**src/rtl/mem_access_stage.sv**
```systemverilog
// mem_access_stage: memory-access pipeline stage placed after the execute ALU.
//
// Accepts one instruction at a time. Loads and stores go out on a
// req/gnt/rvalid data-memory bus. Load data is aligned and extended. The
// write-back result goes to the next stage over a valid/ready handshake.
// All other opcodes pass the ALU result straight through.
//
// Ports:
//   clk, reset        clock (rising edge), asynchronous active-high reset
//   valid_i/ready_o   upstream handshake; ready_o is high only in IDLE
//   pc_i, opcode_i, funct3_i, rd_i, alu_res_i, rs2_data_i
//                     instruction fields; alu_res_i is the address for ld/st
//   dmem_req_o/we/addr/be/wdata, dmem_gnt_i
//                     request phase; fields are zero when no request is open
//   dmem_rvalid_i, dmem_rdata_i
//                     load response; only honoured while waiting for one
//   valid_o/ready_i   downstream handshake
//   pc_o, rd_o, wb_data_o
//                     registered write-back payload
//   misalign_o        misaligned-access flag
//
// Optional build macro MEM_MISALIGN_TRAP_EN:
//   When defined, a misaligned halfword or word access is not sent to the bus.
//   The stage returns wb_data_o=0 with misalign_o=1 instead.
//   When undefined, misalign_o is tied to 0 and the access is force-aligned.
module mem_access_stage #(
  parameter int DWIDTH = 32,
  parameter int AWIDTH = 32
) (
  input  logic              clk,
  input  logic              reset,
  input  logic              valid_i,
  output logic              ready_o,
  input  logic [AWIDTH-1:0] pc_i,
  input  logic [6:0]        opcode_i,
  input  logic [2:0]        funct3_i,
  input  logic [4:0]        rd_i,
  input  logic [DWIDTH-1:0] alu_res_i,
  input  logic [DWIDTH-1:0] rs2_data_i,
  output logic              dmem_req_o,
  output logic              dmem_we_o,
  output logic [AWIDTH-1:0] dmem_addr_o,
  output logic [3:0]        dmem_be_o,
  output logic [DWIDTH-1:0] dmem_wdata_o,
  input  logic              dmem_gnt_i,
  input  logic              dmem_rvalid_i,
  input  logic [DWIDTH-1:0] dmem_rdata_i,
  output logic              valid_o,
  input  logic              ready_i,
  output logic [AWIDTH-1:0] pc_o,
  output logic [4:0]        rd_o,
  output logic [DWIDTH-1:0] wb_data_o,
  output logic              misalign_o
);

  localparam logic [6:0] OP_LOAD  = 7'b0000011;
  localparam logic [6:0] OP_STORE = 7'b0100011;

  typedef enum logic [1:0] {IDLE, REQ, WAIT, OUT} state_t;

  state_t            state_q, state_d;
  logic [AWIDTH-1:0] pc_q, pc_d;
  logic [4:0]        rd_q, rd_d;
  logic [2:0]        funct3_q, funct3_d;
  logic              is_store_q, is_store_d;
  logic [AWIDTH-1:0] addr_q, addr_d;
  logic [DWIDTH-1:0] rs2_q, rs2_d;
  logic [DWIDTH-1:0] wb_q, wb_d;

  logic              is_load, is_store, load_ok, store_ok;
  logic [1:0]        lane_off;
  logic [3:0]        lane_be;
  logic [DWIDTH-1:0] lane_wdata;
  logic [DWIDTH-1:0] shifted;
  logic [DWIDTH-1:0] load_data;

  // Decode of the incoming instruction. It is only used in the accept cycle.
  assign is_load  = (opcode_i == OP_LOAD);
  assign is_store = (opcode_i == OP_STORE);
  assign load_ok  = is_load  && (funct3_i inside {3'b000, 3'b001, 3'b010, 3'b100, 3'b101});
  assign store_ok = is_store && (funct3_i inside {3'b000, 3'b001, 3'b010});

`ifdef MEM_MISALIGN_TRAP_EN
  logic misalign_q, misalign_d;
  logic in_misalign;
  assign in_misalign = ((funct3_i[1:0] == 2'b01) && alu_res_i[0]) ||
                       ((funct3_i[1:0] == 2'b10) && (alu_res_i[1:0] != 2'b00));
  assign misalign_o  = misalign_q;
`else
  assign misalign_o  = 1'b0;
`endif

  // Byte-lane offset. A misaligned halfword keeps only a[1], and a word
  // always uses lane 0. With the trap enabled, misaligned accesses never
  // reach the bus, so this force-alignment has no effect in that build.
  always_comb begin
    lane_off = addr_q[1:0];
    case (funct3_q[1:0])
      2'b01:   lane_off = {addr_q[1], 1'b0};
      2'b10:   lane_off = 2'b00;
      default: lane_off = addr_q[1:0];
    endcase
  end

  always_comb begin
    lane_be    = 4'b1111;
    lane_wdata = rs2_q;
    case (funct3_q[1:0])
      2'b00: begin
        lane_be    = 4'b0001 << lane_off;
        lane_wdata = {4{rs2_q[7:0]}};
      end
      2'b01: begin
        lane_be    = 4'b0011 << lane_off;
        lane_wdata = {2{rs2_q[15:0]}};
      end
      default: begin
        lane_be    = 4'b1111;
        lane_wdata = rs2_q;
      end
    endcase
  end

  // Load extraction: shift the addressed lane down, then extend the value.
  assign shifted = dmem_rdata_i >> {lane_off, 3'b000};
  always_comb begin
    load_data = shifted;
    case (funct3_q)
      3'b000:  load_data = {{24{shifted[7]}}, shifted[7:0]};
      3'b001:  load_data = {{16{shifted[15]}}, shifted[15:0]};
      3'b100:  load_data = {24'd0, shifted[7:0]};
      3'b101:  load_data = {16'd0, shifted[15:0]};
      default: load_data = shifted;
    endcase
  end

  always_comb begin
    state_d    = state_q;
    pc_d       = pc_q;
    rd_d       = rd_q;
    funct3_d   = funct3_q;
    is_store_d = is_store_q;
    addr_d     = addr_q;
    rs2_d      = rs2_q;
    wb_d       = wb_q;
`ifdef MEM_MISALIGN_TRAP_EN
    misalign_d = misalign_q;
`endif
    case (state_q)
      IDLE: begin
        if (valid_i && ready_o) begin
          pc_d       = pc_i;
          rd_d       = rd_i;
          funct3_d   = funct3_i;
          is_store_d = is_store;
          addr_d     = alu_res_i[AWIDTH-1:0];
          rs2_d      = rs2_data_i;
          if (load_ok || store_ok) begin
`ifdef MEM_MISALIGN_TRAP_EN
            if (in_misalign) begin
              state_d    = OUT;
              wb_d       = '0;
              misalign_d = 1'b1;
            end else begin
              state_d = REQ;
            end
`else
            state_d = REQ;
`endif
          end else begin
            // Reserved load/store encodings complete with zero and no bus cycle.
            state_d = OUT;
            wb_d    = (is_load || is_store) ? '0 : alu_res_i;
          end
        end
      end
      REQ: begin
        if (dmem_gnt_i) begin
          if (is_store_q) begin
            state_d = OUT;
            wb_d    = '0;
          end else begin
            state_d = WAIT;
          end
        end
      end
      WAIT: begin
        if (dmem_rvalid_i) begin
          wb_d    = load_data;
          state_d = OUT;
        end
      end
      OUT: begin
        if (ready_i) begin
          state_d = IDLE;
`ifdef MEM_MISALIGN_TRAP_EN
          misalign_d = 1'b0;
`endif
        end
      end
      default: state_d = IDLE;
    endcase
  end

  always_ff @(posedge clk or posedge reset) begin
    if (reset) begin
      state_q    <= IDLE;
      pc_q       <= '0;
      rd_q       <= '0;
      funct3_q   <= '0;
      is_store_q <= 1'b0;
      addr_q     <= '0;
      rs2_q      <= '0;
      wb_q       <= '0;
    end else begin
      state_q    <= state_d;
      pc_q       <= pc_d;
      rd_q       <= rd_d;
      funct3_q   <= funct3_d;
      is_store_q <= is_store_d;
      addr_q     <= addr_d;
      rs2_q      <= rs2_d;
      wb_q       <= wb_d;
    end
  end

`ifdef MEM_MISALIGN_TRAP_EN
  always_ff @(posedge clk or posedge reset) begin
    if (reset) misalign_q <= 1'b0;
    else       misalign_q <= misalign_d;
  end
`endif

  // Bus fields are zeroed outside REQ. An asynchronous reset therefore drops
  // the request at once, because the state register clears immediately.
  assign ready_o      = (state_q == IDLE) && !reset;
  assign dmem_req_o   = (state_q == REQ);
  assign dmem_we_o    = dmem_req_o && is_store_q;
  assign dmem_addr_o  = dmem_req_o ? {addr_q[AWIDTH-1:2], 2'b00} : '0;
  assign dmem_be_o    = dmem_req_o ? lane_be : 4'b0000;
  assign dmem_wdata_o = dmem_req_o ? lane_wdata : '0;
  assign valid_o      = (state_q == OUT);
  assign pc_o         = pc_q;
  assign rd_o         = rd_q;
  assign wb_data_o    = wb_q;

endmodule

```
**config.mk**
```make
export PLATFORM = sky130hd
export DESIGN_NAME = mem_access_stage
export DESIGN_NICKNAME = d
export VERILOG_FILES = /design/src/rtl/mem_access_stage.sv
export SDC_FILE = /design/constraint.sdc
export NUM_CORES = 1
export LEC_CHECK = 0
export BUFFER_PORTS_ARGS = -buffer_cell sky130_fd_sc_hd__clkbuf_2
export CAP_MARGIN = 5
export CELL_PAD_IN_SITES_DETAIL_PLACEMENT = 1
export CELL_PAD_IN_SITES_GLOBAL_PLACEMENT = 1
export CORE_UTILIZATION = 30
export DETAILED_ROUTE_END_ITERATION = 10
export PLACE_DENSITY = 0.7
export SYNTH_ARGS = -nofsm -noshare
export SYNTH_HDL_FRONTEND = slang
export SYNTH_SLANG_ARGS = --single-unit
```
**constraint.sdc**
```tcl
create_clock -name clk -period 7.54 [get_ports clk]
set_clock_uncertainty 0.15 [all_clocks]
set_input_delay 0.754 -clock clk [delete_from_list [all_inputs] [get_ports clk]]
set_output_delay 0.754 -clock clk [all_outputs]
set_load 0.03 [all_outputs]
```
==> results of run 1 <==
critical path: stages, from the launching register on:
cell	delay (ns)
dfrtp_1	0.37
inv_1	0.08
ha_1	0.59
nand2b_1	0.46
nand2_1	0.44
a21oi_1	0.29
nor2_1	0.07
clkbuf_2	0.25
metrics by stage:
step / utilization, % / instance area (um2)
finish: 41.18 / 9438
global route: 41.18 / 9438
CTS: 41.18 / 9438
detailed placement: 38.19 / 8752
global placement: 38.19 / 8752
floorplan: - / 7103
cell usage after synthesis (2+ instances only):
| master | count |
|---|---|
| ha_1 | 7 |
| dfrtp_1 | 139 |
| buf_2 | 14 |
| a21oi_1 | 30 |
| and3_1 | 8 |
| nand2b_1 | 2 |
| clkbuf_1 | 31 |
| and2_1 | 41 |
| nand3_1 | 8 |
| a32oi_1 | 7 |
| nand4_1 | 9 |
| o21ai_0 | 16 |
| a22oi_1 | 17 |
| nand2_1 | 82 |
| a31oi_1 | 29 |
| o221ai_1 | 7 |
| o21ai_1 | 8 |
| o211ai_1 | 16 |
| o221ai_2 | 2 |
| inv_1 | 11 |
| mux2i_1 | 8 |
| buf_6 | 2 |
| nor2_1 | 45 |
| buf_1 | 8 |
| buf_4 | 4 |
| mux2_2 | 104 |
| a31oi_2 | 2 |
| nor2b_1 | 3 |
per-layer routing:
| metal | global-route usage [%] | vias up |
|---|---|---|
| li1 | - | 2925 |
| met1 | 25.59 | 3126 |
| met2 | 33.76 | 235 |
| met3 | 6.083 | 43 |
| met4 | 6.909 | 2 |
| met5 | 0 | - |
cell families after synthesis:
family          after synthesis  share of synthesized area (%)
buf+inv                      70                          4.373
other cells                   1                        0.05285
simple gates                207                          13.74
fa+ha+maj                     7                          1.234
compound gates              142                          13.75
flops                       139                          49.02
mux                         113                          17.83
layout make-up:
type | instances | area (um2) | area share [%]
Inverter | 11 | 46.29 | 0.4905
Tap cell | 313 | 391.6 | 4.150
Timing Repair Buffer | 296 | 1504 | 15.94
Clock buffer | 17 | 425.4 | 4.507
Multi-Input combinational cell | 472 | 3332 | 35.30
Clock inverter | 15 | 260.3 | 2.758
Sequential cell | 139 | 3478 | 36.86
power by group through the flow:
| stage | sequential, uW | clock [uW] | combinational (uW) |
|---|---|---|---|
| 6_report | 1380 | 996 | 2870 |
| 5_1_grt | 1430 | 1060 | 3120 |
| 4_1_cts | 1390 | 1020 | 2910 |
| 3_5_place_dp | 1400 | 0 | 2900 |
| 3_3_place_gp | 1380 | 0 | 2860 |
| 2_1_floorplan | 1690 | 0 | 1750 |
worst min-delay path by stage:
stage	start	cells past startpoint	to	slack (ns)
final	addr_q[26]$_DFFE_PP0P_	1	addr_q[26]$_DFFE_PP0P_	0.35
after global routing	addr_q[26]$_DFFE_PP0P_	1	addr_q[26]$_DFFE_PP0P_	0.37
after CTS	addr_q[11]$_DFFE_PP0P_	1	addr_q[11]$_DFFE_PP0P_	0.35
after detailed placement	addr_q[11]$_DFFE_PP0P_	1	addr_q[11]$_DFFE_PP0P_	0.34
after global placement	addr_q[11]$_DFFE_PP0P_	1	addr_q[11]$_DFFE_PP0P_	0.33
after floorplan	is_store_q$_DFFE_PP0P_	2	is_store_q$_DFFE_PP0P_	0.31
registers in the layout, summed over array words and instances, names as in the netlist:
signal	count
is_store_q	1
rs2_q	32
funct3_q	3
pc_o	32
rd_o	5
addr_q	32
wb_data_o	32
state_q	2
==> results.json, run 1 <==
{
  "status": "complete, no violations",
  "wl_met2_um": 11570,
  "clk_pin_slew_ns": 0.07,
  "routed_wl_um": 24300,
  "dieWidth_um": 155.8,
  "r2r_slack_ns": 4.05,
  "finalNonFillerCells": 1263,
  "synth_top_cell_by_area": "dfrtp_1",
  "power.internal_uw": 2699,
  "dr_total_vias": 6331,
  "fin_nets": 1093,
  "cts-resized-gates": 0,
  "synth_top_area_share_pct": 49.02,
  "endpoint_kind": "output pin",
  "final_common_cell": "clkbuf_2",
  "rows": 55,
  "critPathRequiredTime_ns": 6.64,
  "drt_iter0_drc": 255,
  "reg2reg_depth": 7,
  "synth_area_um2": 7096,
  "hpwl_um": 17810,
  "wl_met1_um": 10570,
  "hold_viol": 0,
  "power.density_nw_per_um2": 556.1,
  "ios": 291,
  "dr.pass1.iters": 4,
  "grt_pass1_vias": 6605,
  "area_growth_syn_to_layout_pct": 33.01,
  "synth_edf_count": 0,
  "wl_per_cell_um": 19.24,
  "crit_type": "flip-flop to output pin",
  "p_sw_uw": 2549,
  "ant_nets": 0,
  "setup_viol": 0,
  "crit-reg2reg-launch": "funct3_q[0]$_DFFE_PP0P_",
  "crit_path_start_kind": "flip-flop",
  "p_seq_share_pct": 26.3,
  "power.share.combinational_pct": 54.7,
  "critPathCapture": "dmem_be_o[0]",
  "hold_buffers": 0,
  "root_buffer": "clkbuf_16",
  "slew_viol_final": 0,
  "p_clk_share_pct": 19.0,
  "synth_warnings": 0,
  "clkLatencyLatePin_ns": 0.42,
  "avgSynthCellArea_um2": 10.45,
  "ys.flop_type": "dfrtp_1",
  "r2r_end": "wb_data_o[26]$_DFFE_PP0P_",
  "setup_ws_ns": 3.685,
  "startpoint": "funct3_q[1]$_DFFE_PP0P_",
  "nFillCells": 2674,
  "cts_buffers": 17,
  "cts_tree": "built",
  "cap_viol_max_count": 0,
  "start_util_pct": 30.96,
  "ir_worst_vdd_mv": 0.2047,
  "setup_tns_ns": 0,
  "core-area_um2": 22920,
  "min_period_over_period_pct": 51.13,
  "drive_above_1_share_pct": 46.84,
  "cts_max_level": 4,
  "antenna_found_initial": 1,
  "top_layer": "met5",
  "diodes": 0,
  "io_buffers": 287,
  "cp.arrival_ns": 2.95,
  "vias_per_cell": 5.013,
  "grt_usage_pct": 20.52,
  "grt_start_max_net_pins": 83,
  "wl_met3_um": 1565,
  "fin_crit_ns": 3.855,
  "maxSlewHeadroom_pct": 20.53,
  "place_inst": 1231,
  "cts_setup_buffers": 0,
  "die_h_um": 155.8,
  "p_leak_uw": 0.004507,
  "ys_ff_latch": 139,
  "postSynthCellCount": 679,
  "gp_congestion": 0.8144,
  "dpl_worst_slack_ns": 4.084,
  "grt_pass1_wl_um": 37760,
  "synth_seq_area_share_pct": 49.02,
  "tightest_slew_ns": 1.191,
  "clock-sinks": 139,
  "power_uw": 5248,
  "clockBufferDepth": 2,
  "rsz0062_at_grt": "no",
  "swShare_pct": 48.58,
  "fin_hold_ws_ns": 0.3468,
  "overflow": 0,
  "die_area_um2": 24270,
  "synth_cell_types": 47,
  "drc": 0,
  "critPathMaxFanout": 18,
  "hold_path_class": "flip-flop to flip-flop",
  "async_flop_share_pct": 100.0,
  "synth_area_leaders": "dfrtp_1, mux2_2, nand2_1, and2_1, a31oi_1",
  "final_cell_mix": "clkbuf_2, dfrtp_1, mux2_2, nand2_1, nor2_1",
  "fmax_mhz": 259.4
}
Note: power is estimated with default switching activity, not from simulation.
==> inputs of run 2 (changes only) <==
--- a/config.mk
+++ b/config.mk
@@ -5,13 +5,14 @@
 export SDC_FILE = /design/constraint.sdc
 export NUM_CORES = 1
 export LEC_CHECK = 0
+export ABC_AREA = 1
 export BUFFER_PORTS_ARGS = -buffer_cell sky130_fd_sc_hd__clkbuf_2
 export CAP_MARGIN = 5
 export CELL_PAD_IN_SITES_DETAIL_PLACEMENT = 1
 export CELL_PAD_IN_SITES_GLOBAL_PLACEMENT = 1
 export CORE_UTILIZATION = 30
 export DETAILED_ROUTE_END_ITERATION = 10
-export PLACE_DENSITY = 0.7
+export PLACE_DENSITY = 0.72
 export SYNTH_ARGS = -nofsm -noshare
 export SYNTH_HDL_FRONTEND = slang
 export SYNTH_SLANG_ARGS = --single-unit
==> constraint.sdc (replaced) <==
create_clock -name clk -period 3.9 [get_ports clk]
set_clock_uncertainty 0.15 [all_clocks]
set_input_delay 0.39 -clock clk [delete_from_list [all_inputs] [get_ports clk]]
set_output_delay 0.39 -clock clk [all_outputs]
set_load 0.03 [all_outputs]
==> results.json, run 2 <==
{
  "cap_viol_max_count": 0,
  "drc": 0,
  "synth_area_leaders": "dfrtp_1, mux2_2, nand2_1, inv_1, a21oi_1",
  "cts_buffers": 17,
  "overflow": 0,
  "hold_path_class": "primary input to flip-flop",
  "crit_chain": "inv_1 > ha_1 > inv_1 > nand2_1 > buf_4 > inv_1 > buf_4 > o21ai_1 > a21oi_1 > clkbuf_2",
  "postSynthCellCount": 890,
  "status": "complete, no violations",
  "ios": 291,
  "root_buffer": "clkbuf_16",
  "tightest_slew_ns": 1.174,
  "grt_pass1_wl_um": 41230,
  "crit_path_max_incr_delay_ns": 0.38,
  "hold_viol": 0,
  "fmax_mhz": 302.9,
  "yosys.cell_count.top_type": "nand2_1",
  "avgSynthCellArea_um2": 8.278,
  "cts_setup_buffers": 0,
  "drt_iter0_drc": 312,
  "slew_viol_final": 0,
  "critPathBufInv": 6,
  "rsz0062_at_grt": "no",
  "crit_path_start_kind": "flip-flop",
  "crit_type": "flip-flop to output pin",
  "antenna_found_initial": 1,
  "maxSlewHeadroom_pct": 21.66,
  "rows": 56,
  "hold_buffers": 0,
  "fin_hold_ws_ns": 0.03680,
  "die_h_um": 158.7,
  "start_util_pct": 31.02,
  "die_area_um2": 25190,
  "cts_max_level": 4,
  "final_cell_mix": "clkbuf_2, nand2_1, dfrtp_1, inv_1",
  "synthTopCellsByCount": "nand2_1, dfrtp_1, inv_1",
  "ant_nets": 0,
  "dr_total_vias": 6969,
  "fin_crit_ns": 3.302,
  "io_buffers": 287,
  "critical-path-top-delay-family": "buffers and inverters",
  "area_growth_syn_to_layout_pct": 31.06,
  "synth_top_cell_by_area": "dfrtp_1",
  "critPathSlowestCell": "inv_1",
  "setup_tns_ns": 0,
  "hpwl_um": 19240,
  "synth_edf_count": 0,
  "grt_pass1_vias": 7351,
  "cp.arrival_ns": 2.76,
  "critPathMaxFanout": 17,
  "setup_viol": 0,
  "core-area_um2": 23750,
  "synth_area_um2": 7367,
  "async_flop_share_pct": 100.0,
  "ir_worst_vdd_mv": 0.4254,
  "nFillCells": 2978,
  "vias_per_cell": 4.677,
  "finalNonFillerCells": 1490,
  "synth_top_area_share_pct": 47.21,
  "power_uw": 10070,
  "power.density_nw_per_um2": 1043,
  "fin_nets": 1313,
  "grt_usage_pct": 20.88,
  "multi_input_area_um2": 3242,
  "synth_seq_area_share_pct": 47.21,
  "synth_cell_types": 24,
  "routed_wl_um": 25630,
  "p_leak_uw": 0.005405,
  "clock-sinks": 139,
  "drive_above_1_share_pct": 36.92,
  "ys.flop_type": "dfrtp_1",
  "endpoint_kind": "output pin",
  "regArea_um2": 3478,
  "min_period_over_period_pct": 84.66,
  "grt_start_max_net_pins": 75,
  "wl_per_cell_um": 17.20,
  "gp_congestion": 0.8484,
  "cts_tree": "built",
  "final_common_cell": "clkbuf_2",
  "synth_warnings": 0,
  "cts-resized-gates": 0,
  "clockBufferDepth": 2,
  "clkLatencyLatePin_ns": 0.42,
  "dieWidth_um": 158.7,
  "clk_pin_slew_ns": 0.08,
  "ys_ff_latch": 139,
  "path_common_cell": "inv_1",
  "place_inst": 1457,
  "critPathRequiredTime_ns": 3.36,
  "dr.pass1.iters": 4
}
==> run 2: kinds of logic after synthesis <==
kind of cell	count (synthesis)	synth area share [%]
AOI/OAI and AO/OA	131	9.171
adders and majority gates	7	1.189
buffers and inverters	158	9.018
DFF	139	47.21
muxes	83	12.69
other	1	0.05090
and+or+nand+nor	371	20.67
==> run 2: per-layer routing <==
layer / up-vias / GRT usage (%) / part of all wire (%)
li1: 3373 / - / -
met1: 3349 / 26.98 / 45
met2: 214 / 33.95 / 48
met3: 33 / 5.042 / 4.9
met4: 0 / 7.149 / 2.2
met5: - / 0 / 0
==> run 2: power by group <==
group          internal, uW  switching (uW)  total (uW)
clock                   915             745        1660
sequential             2160             412        2580
combinational          1780            4060        5840
total                  4860            5220       10100
==> run 2: worst paths after layout <==
path                                           startpoint                        end  slack (ns)  cells past startpoint
worst min-delay path                       rs2_data_i[20]      rs2_q[20]$_DFFE_PP0P_        0.04                      2
min in group asynchronous                           reset       pc_o[10]$_DFFE_PP0P_        0.12                      3
worst max register to register     state_q[1]$_DFFE_PP0P_  wb_data_o[29]$_DFFE_PP0P_        1.09                     10
max in group asynchronous                           reset     addr_q[12]$_DFFE_PP0P_        2.78                      3
worst min register to register  wb_data_o[13]$_DFFE_PP0P_  wb_data_o[13]$_DFFE_PP0P_        0.33                      2
worst max-delay path              funct3_q[0]$_DFFE_PP0P_           dmem_wdata_o[13]        0.60                     10
==> run 2: worst register-to-register path, stage by stage (launching register included) <==
cell and delay [ns]:
dfrtp_1 0.43, inv_1 0.12, ha_2 0.46, buf_4 0.34, nand2_1 0.10, o21ai_0 0.10, nor3_1 0.07, nand2_1 0.31
inv_2 0.37, nor2_1 0.20, a21oi_1 0.06
==> run 2: area by class of cell <==
class | instances | share of cell area [%]
flip-flops and latches | 139 | 36.02
multi-input cells | 595 | 33.58
repair buffers | 301 | 16.09
clock buffers | 17 | 4.406
well taps | 319 | 4.134
inverters | 103 | 4.043
clock inverters | 15 | 1.698
diodes | 1 | 0.02592
==> run 2: through the flow <==
stage | utilization [%] | instance area (um2) | worst slack (ns)
floorplan | - | 7378 | 0.2436
detailed placement | 38.16 | 9064 | 1.069
finish | 40.65 | 9656 | 0.5982
global route | 40.65 | 9656 | 0.3643
global placement | 38.16 | 9064 | 1.152
CTS | 40.64 | 9653 | 0.5771
==> inputs of run 3 (changes only) <==
--- a/config.mk
+++ b/config.mk
@@ -12,7 +12,7 @@
 export CELL_PAD_IN_SITES_GLOBAL_PLACEMENT = 1
 export CORE_UTILIZATION = 30
 export DETAILED_ROUTE_END_ITERATION = 10
-export PLACE_DENSITY = 0.72
+export PLACE_DENSITY = 0.74
 export SYNTH_ARGS = -nofsm -noshare
 export SYNTH_HDL_FRONTEND = slang
 export SYNTH_SLANG_ARGS = --single-unit
==> constraint.sdc (replaced) <==
create_clock -name clk -period 2.7 [get_ports clk]
set_clock_uncertainty 0.15 [all_clocks]
set_input_delay 0.27 -clock clk [delete_from_list [all_inputs] [get_ports clk]]
set_output_delay 0.27 -clock clk [all_outputs]
set_load 0.03 [all_outputs]
==> results.json, run 3 (synthesis gave the netlist of run 2 again) <==
{
  "crit_chain": "ha_1 > inv_4 > nand2_1 > inv_1 > buf_12 > o21ai_1 > a21oi_1 > buf_2",
  "grt_usage_pct": 23.20,
  "gp_congestion": 0.8025,
  "hold_path_class": "primary input to flip-flop",
  "p_seq_share_pct": 24.8,
  "rows": 56,
  "critPathRequiredTime_ns": 2.28,
  "drc": 0,
  "reg2reg_depth": 9,
  "rsz0062_at_grt": "yes",
  "dr.pass1.iters": 5,
  "final_common_cell": "clkbuf_2",
  "fin_nets": 1424,
  "io_buffers": 287,
  "dieWidth_um": 158.7,
  "fin_crit_ns": 2.618,
  "regArea_um2": 3478,
  "overflow": 0,
  "core-area_um2": 23750,
  "drive_above_1_share_pct": 34.66,
  "grt_pass1_wl_um": 45860,
  "tightest_slew_ns": 0.8014,
  "start_util_pct": 31.02,
  "critPathSlowestCell": "dfrtp_1",
  "p_clk_share_pct": 15.8,
  "ir_worst_vdd_mv": 0.5397,
  "cts_buffers": 17,
  "clkLatencyLatePin_ns": 0.42,
  "grt-busiest-layer": "met2",
  "cp.depth": 8,
  "cts_setup_buffers": 0,
  "p_sw_uw": 7747,
  "drt_iter0_drc": 428,
  "wl_per_cell_um": 17.81,
  "clock-sinks": 139,
  "nFillCells": 2899,
  "routed_wl_um": 28530,
  "root_buffer": "clkbuf_16",
  "critical-path-top-delay-family": "buffers and inverters",
  "fmax_mhz": 382.0,
  "p_leak_uw": 0.005886,
  "fin_hold_ws_ns": 0.03374,
  "power.internal_uw": 7253,
  "min_period_over_period_pct": 96.96,
  "hpwl_um": 19010,
  "status": "complete, no violations",
  "cap_viol_max_count": 0,
  "grt_use_met2_pct": 39.31,
  "grt.met1_usage_pct": 28.69,
  "clk_pin_slew_ns": 0.07,
  "power.share.combinational_pct": 59.4,
  "final_cell_mix": "clkbuf_2, nand2_1, dfrtp_1, dlygate4sd3_1, inv_1",
  "power.density_nw_per_um2": 1386,
  "cp.arrival_ns": 2.20,
  "multi_input_area_um2": 3258,
  "crit_type": "flip-flop to output pin",
  "die_area_um2": 25190,
  "swShare_pct": 51.64,
  "met3_usage_pct": 4.781,
  "grt_pass1_vias": 8215,
  "min_path_cells": 2,
  "antenna_found_initial": 1,
  "cts_max_level": 4,
  "clockBufferDepth": 2,
  "final_core_util_pct": 45.56,
  "dr_total_vias": 7521,
  "grt_start_max_net_pins": 140,
  "critPathBufInv": 4,
  "critPathMaxFanout": 31,
  "slew_viol_final": 0,
  "area_growth_syn_to_layout_pct": 46.91,
  "crit_path_start_kind": "flip-flop",
  "ant_nets": 0,
  "setup_viol": 0,
  "maxSlewHeadroom_pct": 46.57,
  "die_h_um": 158.7,
  "ios": 291,
  "crit_path_max_incr_delay_ns": 0.40,
  "vias_per_cell": 4.695,
  "endpoint_kind": "output pin",
  "hold_viol": 0,
  "cts_tree": "built"
}
run 3: repair_timing:
item / 4_1_cts / 5_1_grt
hold buffers: 104 / 0
pin swaps: 0 / 1
setup endpoints to repair: 3 / 23
gates resized for setup: 6 / 11
endpoints found under the hold margin: 123 / 0
run 3: final timing paths:
kind / slack, ns / start / to
min in group asynchronous: 0.48 / reset / state_q[1]$_DFFE_PP0P_
worst min register to register: 0.33 / wb_data_o[1]$_DFFE_PP0P_ / wb_data_o[1]$_DFFE_PP0P_
max in group asynchronous: 1.30 / reset / wb_data_o[13]$_DFFE_PP0P_
worst max-delay path: 0.08 / funct3_q[0]$_DFFE_PP0P_ / dmem_wdata_o[29]
worst min-delay path: 0.03 / alu_res_i[10] / addr_q[10]$_DFFE_PP0P_
worst max register to register: 0.38 / state_q[0]$_DFFE_PP0P_ / rs2_q[29]$_DFFE_PP0P_
run 3: worst reg2reg max path, stage by stage, from the launching register on:
cell and delay [ns]:
dfrtp_1 0.42, inv_1 0.14, ha_1 0.21, inv_1 0.07
nor2_1 0.21, nand2_4 0.33, buf_12 0.31, buf_4 0.20
nor2_1 0.11, a21oi_1 0.07
run 3: metrics by stage:
stage / instance area, um2 / total power [uW] / cells / TNS [ns] / setup WS (ns)
finish: 10820 / 15000 / 1602 / 0 / 0.08218
global route: 10820 / 16090 / 1601 / -0.05058 / -0.05058
CTS: 10810 / 14970 / 1600 / 0 / 0.01258
detailed placement: 9166 / 12350 / 1464 / 0 / 0.4057
global placement: 9166 / 12120 / 1464 / 0 / 0.4697
floorplan: 7397 / 9850 / 892 / -26.04 / -0.8059
run 3: power by group through the flow:
stage	Sequential (uW)	Combinational [uW]	Clock, uW
floorplan	4590	5260	0
global placement	3650	8470	0
detailed placement	3710	8630	0
CTS	3690	8860	2430
global route	3850	9720	2510
finish	3720	8910	2370
run 3: area by class of cell:
type                            instances  area share [%]
Antenna cell                            2         0.04624
Clock buffer                           17           3.931
Clock inverter                         15           1.434
Inverter                              103           3.630
Multi-Input combinational cell        595           30.10
Sequential cell                       139           32.14
Tap cell                              319           3.688
Timing Repair Buffer                  412           25.03
run 3: per-layer routing:
layer | up-vias | routed length (um)
met4 | 0 | 771
li1 | 3594 | -
met2 | 235 | 14160
met3 | 46 | 1302
met1 | 3646 | 12290
met5 | - | 0
